==> config.mk <==
export PLATFORM = sky130hd
export DESIGN_NAME = alarm_ringer
export DESIGN_NICKNAME = d
export VERILOG_FILES = /design/src/rtl/alarm_ringer.sv
export SDC_FILE = /design/constraint.sdc
export NUM_CORES = 1
export LEC_CHECK = 0
export BUFFER_PORTS_ARGS = -buffer_cell sky130_fd_sc_hd__clkbuf_2
export CORE_MARGIN = 2
export CORE_UTILIZATION = 45
export CTS_CLUSTER_DIAMETER = 80
export DETAILED_ROUTE_END_ITERATION = 8
export HOLD_SLACK_MARGIN = 0.15
export PLACE_DENSITY = 0.73
export SLEW_MARGIN = 10
export SYNTH_ARGS = -nofsm -noshare
export SYNTH_HDL_FRONTEND = slang
export SYNTH_SLANG_ARGS = --single-unit
==> constraint.sdc <==
create_clock -name clk -period 3.6 [get_ports clk]
set_input_delay 0.18 -clock clk [delete_from_list [all_inputs] [get_ports clk]]
set_output_delay 0.18 -clock clk [all_outputs]
set_load 0.01 [all_outputs]
==> src/rtl/alarm_ringer.sv <==
// rtl/alarm_ringer.sv - alarm sounding controller: 1 Hz buzzer pattern, stop, snooze, auto-timeout
module alarm_ringer #(
  parameter int RING_SECS   = 60,
  parameter int SNOOZE_SECS = 300,
  parameter int GUARD_SECS  = 60,
  parameter int MAX_SNOOZES = 3
) (
  input  logic clk,
  input  logic reset,
  input  logic tick_1hz,
  input  logic Trigger,
  input  logic btn_stop,
  input  logic btn_snooze,
  output logic feedback,
  output logic ringing,
  output logic snoozing,
  output logic buzzer
);

  localparam int SEC_MAX = (RING_SECS > SNOOZE_SECS) ? RING_SECS : SNOOZE_SECS;
  localparam int SEC_W   = $clog2(SEC_MAX + 1);
  localparam int GRD_W   = $clog2(GUARD_SECS + 1);
  localparam int SNZ_W   = (MAX_SNOOZES > 0) ? $clog2(MAX_SNOOZES + 1) : 1;

  localparam logic [SEC_W-1:0] RING_LAST = SEC_W'(RING_SECS - 1);
  localparam logic [SEC_W-1:0] SNZ_LAST  = SEC_W'(SNOOZE_SECS - 1);
  localparam logic [GRD_W-1:0] GRD_MAX   = GRD_W'(GUARD_SECS);
  localparam logic [SNZ_W-1:0] SNZ_MAX   = SNZ_W'(MAX_SNOOZES);

  localparam logic [1:0] ST_IDLE   = 2'd0;
  localparam logic [1:0] ST_RING   = 2'd1;
  localparam logic [1:0] ST_SNOOZE = 2'd2;
  localparam logic [1:0] ST_HOLD   = 2'd3;

  logic [1:0]       state_q, state_d;
  logic [SEC_W-1:0] sec_cnt_q, sec_cnt_d;
  logic [GRD_W-1:0] guard_cnt_q, guard_cnt_d;
  logic [SNZ_W-1:0] snooze_cnt_q, snooze_cnt_d;
  logic             beep_phase_q, beep_phase_d;
  logic             guard_done;
  logic             finish;

  assign guard_done = (guard_cnt_q == GRD_MAX);

  always_comb begin
    state_d      = state_q;
    sec_cnt_d    = sec_cnt_q;
    guard_cnt_d  = guard_cnt_q;
    snooze_cnt_d = snooze_cnt_q;
    beep_phase_d = beep_phase_q;
    finish       = 1'b0;

    // Guard counts every tick outside IDLE, including one that causes a transition.
    if (state_q != ST_IDLE && tick_1hz && !guard_done) begin
      guard_cnt_d = guard_cnt_q + 1'b1;
    end

    case (state_q)
      ST_IDLE: begin
        if (Trigger) begin
          state_d      = ST_RING;
          sec_cnt_d    = '0;
          guard_cnt_d  = '0;
          snooze_cnt_d = '0;
          beep_phase_d = 1'b1;
        end
      end
      ST_RING: begin
        if (btn_stop) begin
          finish = 1'b1;
        end else if (btn_snooze && snooze_cnt_q < SNZ_MAX) begin
          state_d      = ST_SNOOZE;
          sec_cnt_d    = '0;
          snooze_cnt_d = snooze_cnt_q + 1'b1;
        end else if (tick_1hz) begin
          if (sec_cnt_q == RING_LAST) begin
            finish = 1'b1;
          end else begin
            sec_cnt_d    = sec_cnt_q + 1'b1;
            beep_phase_d = ~beep_phase_q;
          end
        end
      end
      ST_SNOOZE: begin
        if (btn_stop) begin
          finish = 1'b1;
        end else if (tick_1hz) begin
          if (sec_cnt_q == SNZ_LAST) begin
            state_d      = ST_RING;
            sec_cnt_d    = '0;
            beep_phase_d = 1'b1;
          end else begin
            sec_cnt_d = sec_cnt_q + 1'b1;
          end
        end
      end
      default: begin
        if (guard_done) begin
          state_d = ST_IDLE;
        end
      end
    endcase

    if (finish) begin
      state_d = guard_done ? ST_IDLE : ST_HOLD;
    end

    // Entering IDLE leaves every counter clean for the next alarm event.
    if (state_q != ST_IDLE && state_d == ST_IDLE) begin
      sec_cnt_d    = '0;
      guard_cnt_d  = '0;
      snooze_cnt_d = '0;
      beep_phase_d = 1'b1;
    end
  end

  always_ff @(posedge clk) begin
    if (reset) begin
      state_q      <= ST_IDLE;
      sec_cnt_q    <= '0;
      guard_cnt_q  <= '0;
      snooze_cnt_q <= '0;
      beep_phase_q <= 1'b0;
    end else begin
      state_q      <= state_d;
      sec_cnt_q    <= sec_cnt_d;
      guard_cnt_q  <= guard_cnt_d;
      snooze_cnt_q <= snooze_cnt_d;
      beep_phase_q <= beep_phase_d;
    end
  end

  assign feedback = (state_q != ST_IDLE);
  assign ringing  = (state_q == ST_RING);
  assign snoozing = (state_q == ST_SNOOZE);
  assign buzzer   = ringing & beep_phase_q;

endmodule

==> impl_metrics.json <==
{
  "first_global_vias": 1167,
  "first_iter_violations": 109,
  "p_leak_uw": 0.0005551,
  "relSlewSlack_pct": 55.43,
  "hold_violations": 0,
  "ir_drop_mv": 0.2342,
  "setup-violations-final": 0,
  "portBuffers": 9,
  "whs_path_depth": 3,
  "hp-class": "primary input to register",
  "synthCells": 175,
  "fin_util_pct": 50.21,
  "postCtsSetupRepairBufs": 0,
  "switching_share_pct": 34.94,
  "crit_path_top_delay_cell": "or4_1",
  "outcome": "finished clean",
  "path_cells": "inv_1, ha_1, and2_1, o32a_1, or2_2, or4_1, a31oi_1",
  "start_util_pct": 46.13,
  "intPower_uw": 423.8,
  "yosysTopAreaCell": "dfxtp_1",
  "hpwlAfterDp_um": 2215,
  "startpoint": "state_q[1]$_SDFF_PP0_",
  "coreArea_um2": 2978,
  "synth.top_cells.by_count": "dfxtp_1, nor2_1, nand2_1",
  "rsz0062_at_grt": "no",
  "synth_edf_count": 0,
  "gr-total-overflow": 0,
  "crit_required_ps": 3860,
  "whs_endpoint": "beep_phase_q$_SDFFE_PP0P_",
  "period_share_pct": 74.89,
  "fp.dieH_um": 59.26,
  "grt_max_degree": 18,
  "num_rows": 20,
  "avgSynthCellArea_um2": 7.850,
  "yosys_warnings": 0,
  "power_frac_seq_pct": 37.6,
  "grt_util_all_layers_pct": 19.03,
  "synth.distinct_cells": 44,
  "nNetsFinal": 199,
  "clockBufferDepth": 2,
  "syn_to_final_growth_pct": 8.834,
  "io_pins": 10,
  "numCtsBuffers": 3,
  "first_pass_iters": 4,
  "comb_power_share_pct": 33.0,
  "die-area_um2": 3511,
  "yosysSeqAreaShare_pct": 29.14,
  "clk_pin_slew_worst_paths_ps": 130,
  "slowest_delay_ps": 500,
  "synth_flop_cell": "dfxtp_1",
  "fin_worst_skew_ps": 12.85,
  "pwr-share-clk_pct": 29.4,
  "via_per_inst": 5.977,
  "via_count": 1297,
  "regToRegSetupSlack_ps": 900,
  "fin_crit_ps": 2696,
  "drcViolationCount": 0,
  "cp-start-kind": "register",
  "yosysMostFrequentCell": "dfxtp_1",
  "worstMarginPinSlew_ps": 668.5,
  "antenna_found_initial": 0,
  "path_delay_family": "simple AND/OR/NAND/NOR gates",
  "synth_fp_nets": 189,
  "critPathMaxFanout": 17,
  "n_antenna_cell": 0,
  "reg2reg_from": "state_q[1]$_SDFF_PP0_",
  "path_buf_inv": 1,
  "chipWidth_um": 59.26,
  "synth_top_area_share_pct": 29.14,
  "gp_routability_congestion": 0.8438,
  "antenna_left": 0,
  "wl_per_cell_um": 13.92,
  "setup.worst_path.class": "register to register",
  "async_flop_share_pct": 0,
  "tritoncts": "yes",
  "r2r_cells": 7,
  "synth_area_leaders": "dfxtp_1, ha_1, nor2_1",
  "rr_endpoint": "sec_cnt_q[7]$_SDFFE_PP0P_",
  "drv_slew": 0,
  "end_kind": "register",
  "hold_path_startpoint": "tick_1hz",
  "net-switching-power_uw": 227.6,
  "ys_seq_elements": 20,
  "cts.sinks": 20,
  "wirelength_um": 3021,
  "htree_levels": 1,
  "clk_latency_ps": 330,
  "grt_pass1_wl_um": 5175,
  "tns_ps": 0,
  "arrival_ps": 2960,
  "syn-cell-area_um2": 1374,
  "fmax_mhz": 370.9,
  "drv_cap": 0,
  "powerDensity_nw_per_um2": 435.6,
  "drive_gt1_share_pct": 10.33,
  "cts_root_buf": "clkbuf_4"
}
layout make-up:
cell class	count	area, µm²
clock buffers	3	22.52
clock inverters	1	30.03
fillers	295	1483
inverters	9	33.78
multi-input cells	141	912.1
flip-flops and latches	20	400.4
well taps	33	41.29
repair buffers	10	55.05
how the worst max path moves through the flow:
stage,end,cells after the start
floorplan,sec_cnt_q[7]$_SDFFE_PP0P_,8
global placement,sec_cnt_q[7]$_SDFFE_PP0P_,7
detailed placement,sec_cnt_q[7]$_SDFFE_PP0P_,7
CTS,sec_cnt_q[7]$_SDFFE_PP0P_,7
global route,sec_cnt_q[7]$_SDFFE_PP0P_,7
finish,sec_cnt_q[7]$_SDFFE_PP0P_,7
placed cells by master, fill, tap and decap left out, types with 2 or more instances in the layout:
cell type  count
a21o_1         5
a21oi_1       10
a22oi_1        4
a31oi_1        6
and2_1         3
and3_1         2
clkbuf_2       9
clkbuf_4       3
dfxtp_1       20
ha_1           8
inv_1          9
nand2_1       15
nand2b_1       3
nand3_1       10
nand3b_1       2
nand4_1        4
nor2_1        17
nor2b_1        4
nor3_1         8
o211ai_1       4
o21ai_0        9
o32a_1         2
o32ai_1        2
or3_1          2
xor2_1         4
power groups by stage:
stage,combinational [µW],clock [µW],sequential (µW)
3_3_place_gp,205,0,249
4_1_cts,213,194,245
3_5_place_dp,211,0,250
5_1_grt,238,207,247
2_1_floorplan,171,0,246
6_report,215,192,245
metrics by stage:
step / instances / power, µW / worst slack, ps / hold WS, ps / instance area [µm²]
floorplan: 175 / 417.1 / 1298 / 252.4 / 1374
global placement: 212 / 454.4 / 1047 / 419.8 / 1433
detailed placement: 212 / 461.3 / 999.3 / 426.3 / 1433
CTS: 217 / 652.5 / 948.9 / 259.5 / 1495
global route: 217 / 691.4 / 797.1 / 267.4 / 1495
finish: 217 / 651.4 / 904.0 / 256.7 / 1495
worst reg2reg max path, cell delays in order (launching register included):
cell and delay [ps]:
dfxtp_1 470, inv_1 100, ha_1 380, and2_1 270
o32a_1 400, or2_2 330, or4_1 500, a31oi_1 180
routing by layer:
metal | up-vias | global-route usage [%] | part of all wire (%)
li1 | 665 | - | -
met3 | 4 | 3.930 | 2.8
met5 | - | 0 | 0
met4 | 0 | 6.169 | 1.0
met2 | 22 | 32.18 | 48
met1 | 606 | 23.99 | 48
cells by family (layout without fill, tap and decap cells):
kind of cell	count (synthesis)	in the layout	synth area share [%]
DFF	20	20	29.14
and+or+nand+nor	78	78	30.33
muxes	1	1	0.7286
AOI/OAI and AO/OA	50	50	25.50
buffers and inverters	14	23	4.462
xor gates and xnor gates	4	4	2.550
adders and majority gates	8	8	7.286
state kept, by name (all words and copies together) (netlist names):
signal	cells
beep_phase_q	1
sec_cnt_q	9
guard_cnt_q	6
state_q	2
snooze_cnt_q	2
what timing repair did:
| action | in CTS | in global routing |
|---|---|---|
| gates resized for setup | 0 | 0 |
| hold endpoints to repair | 3 | 0 |
| hold buffers | 1 | 0 |
Power figures use the tool's default switching activity.
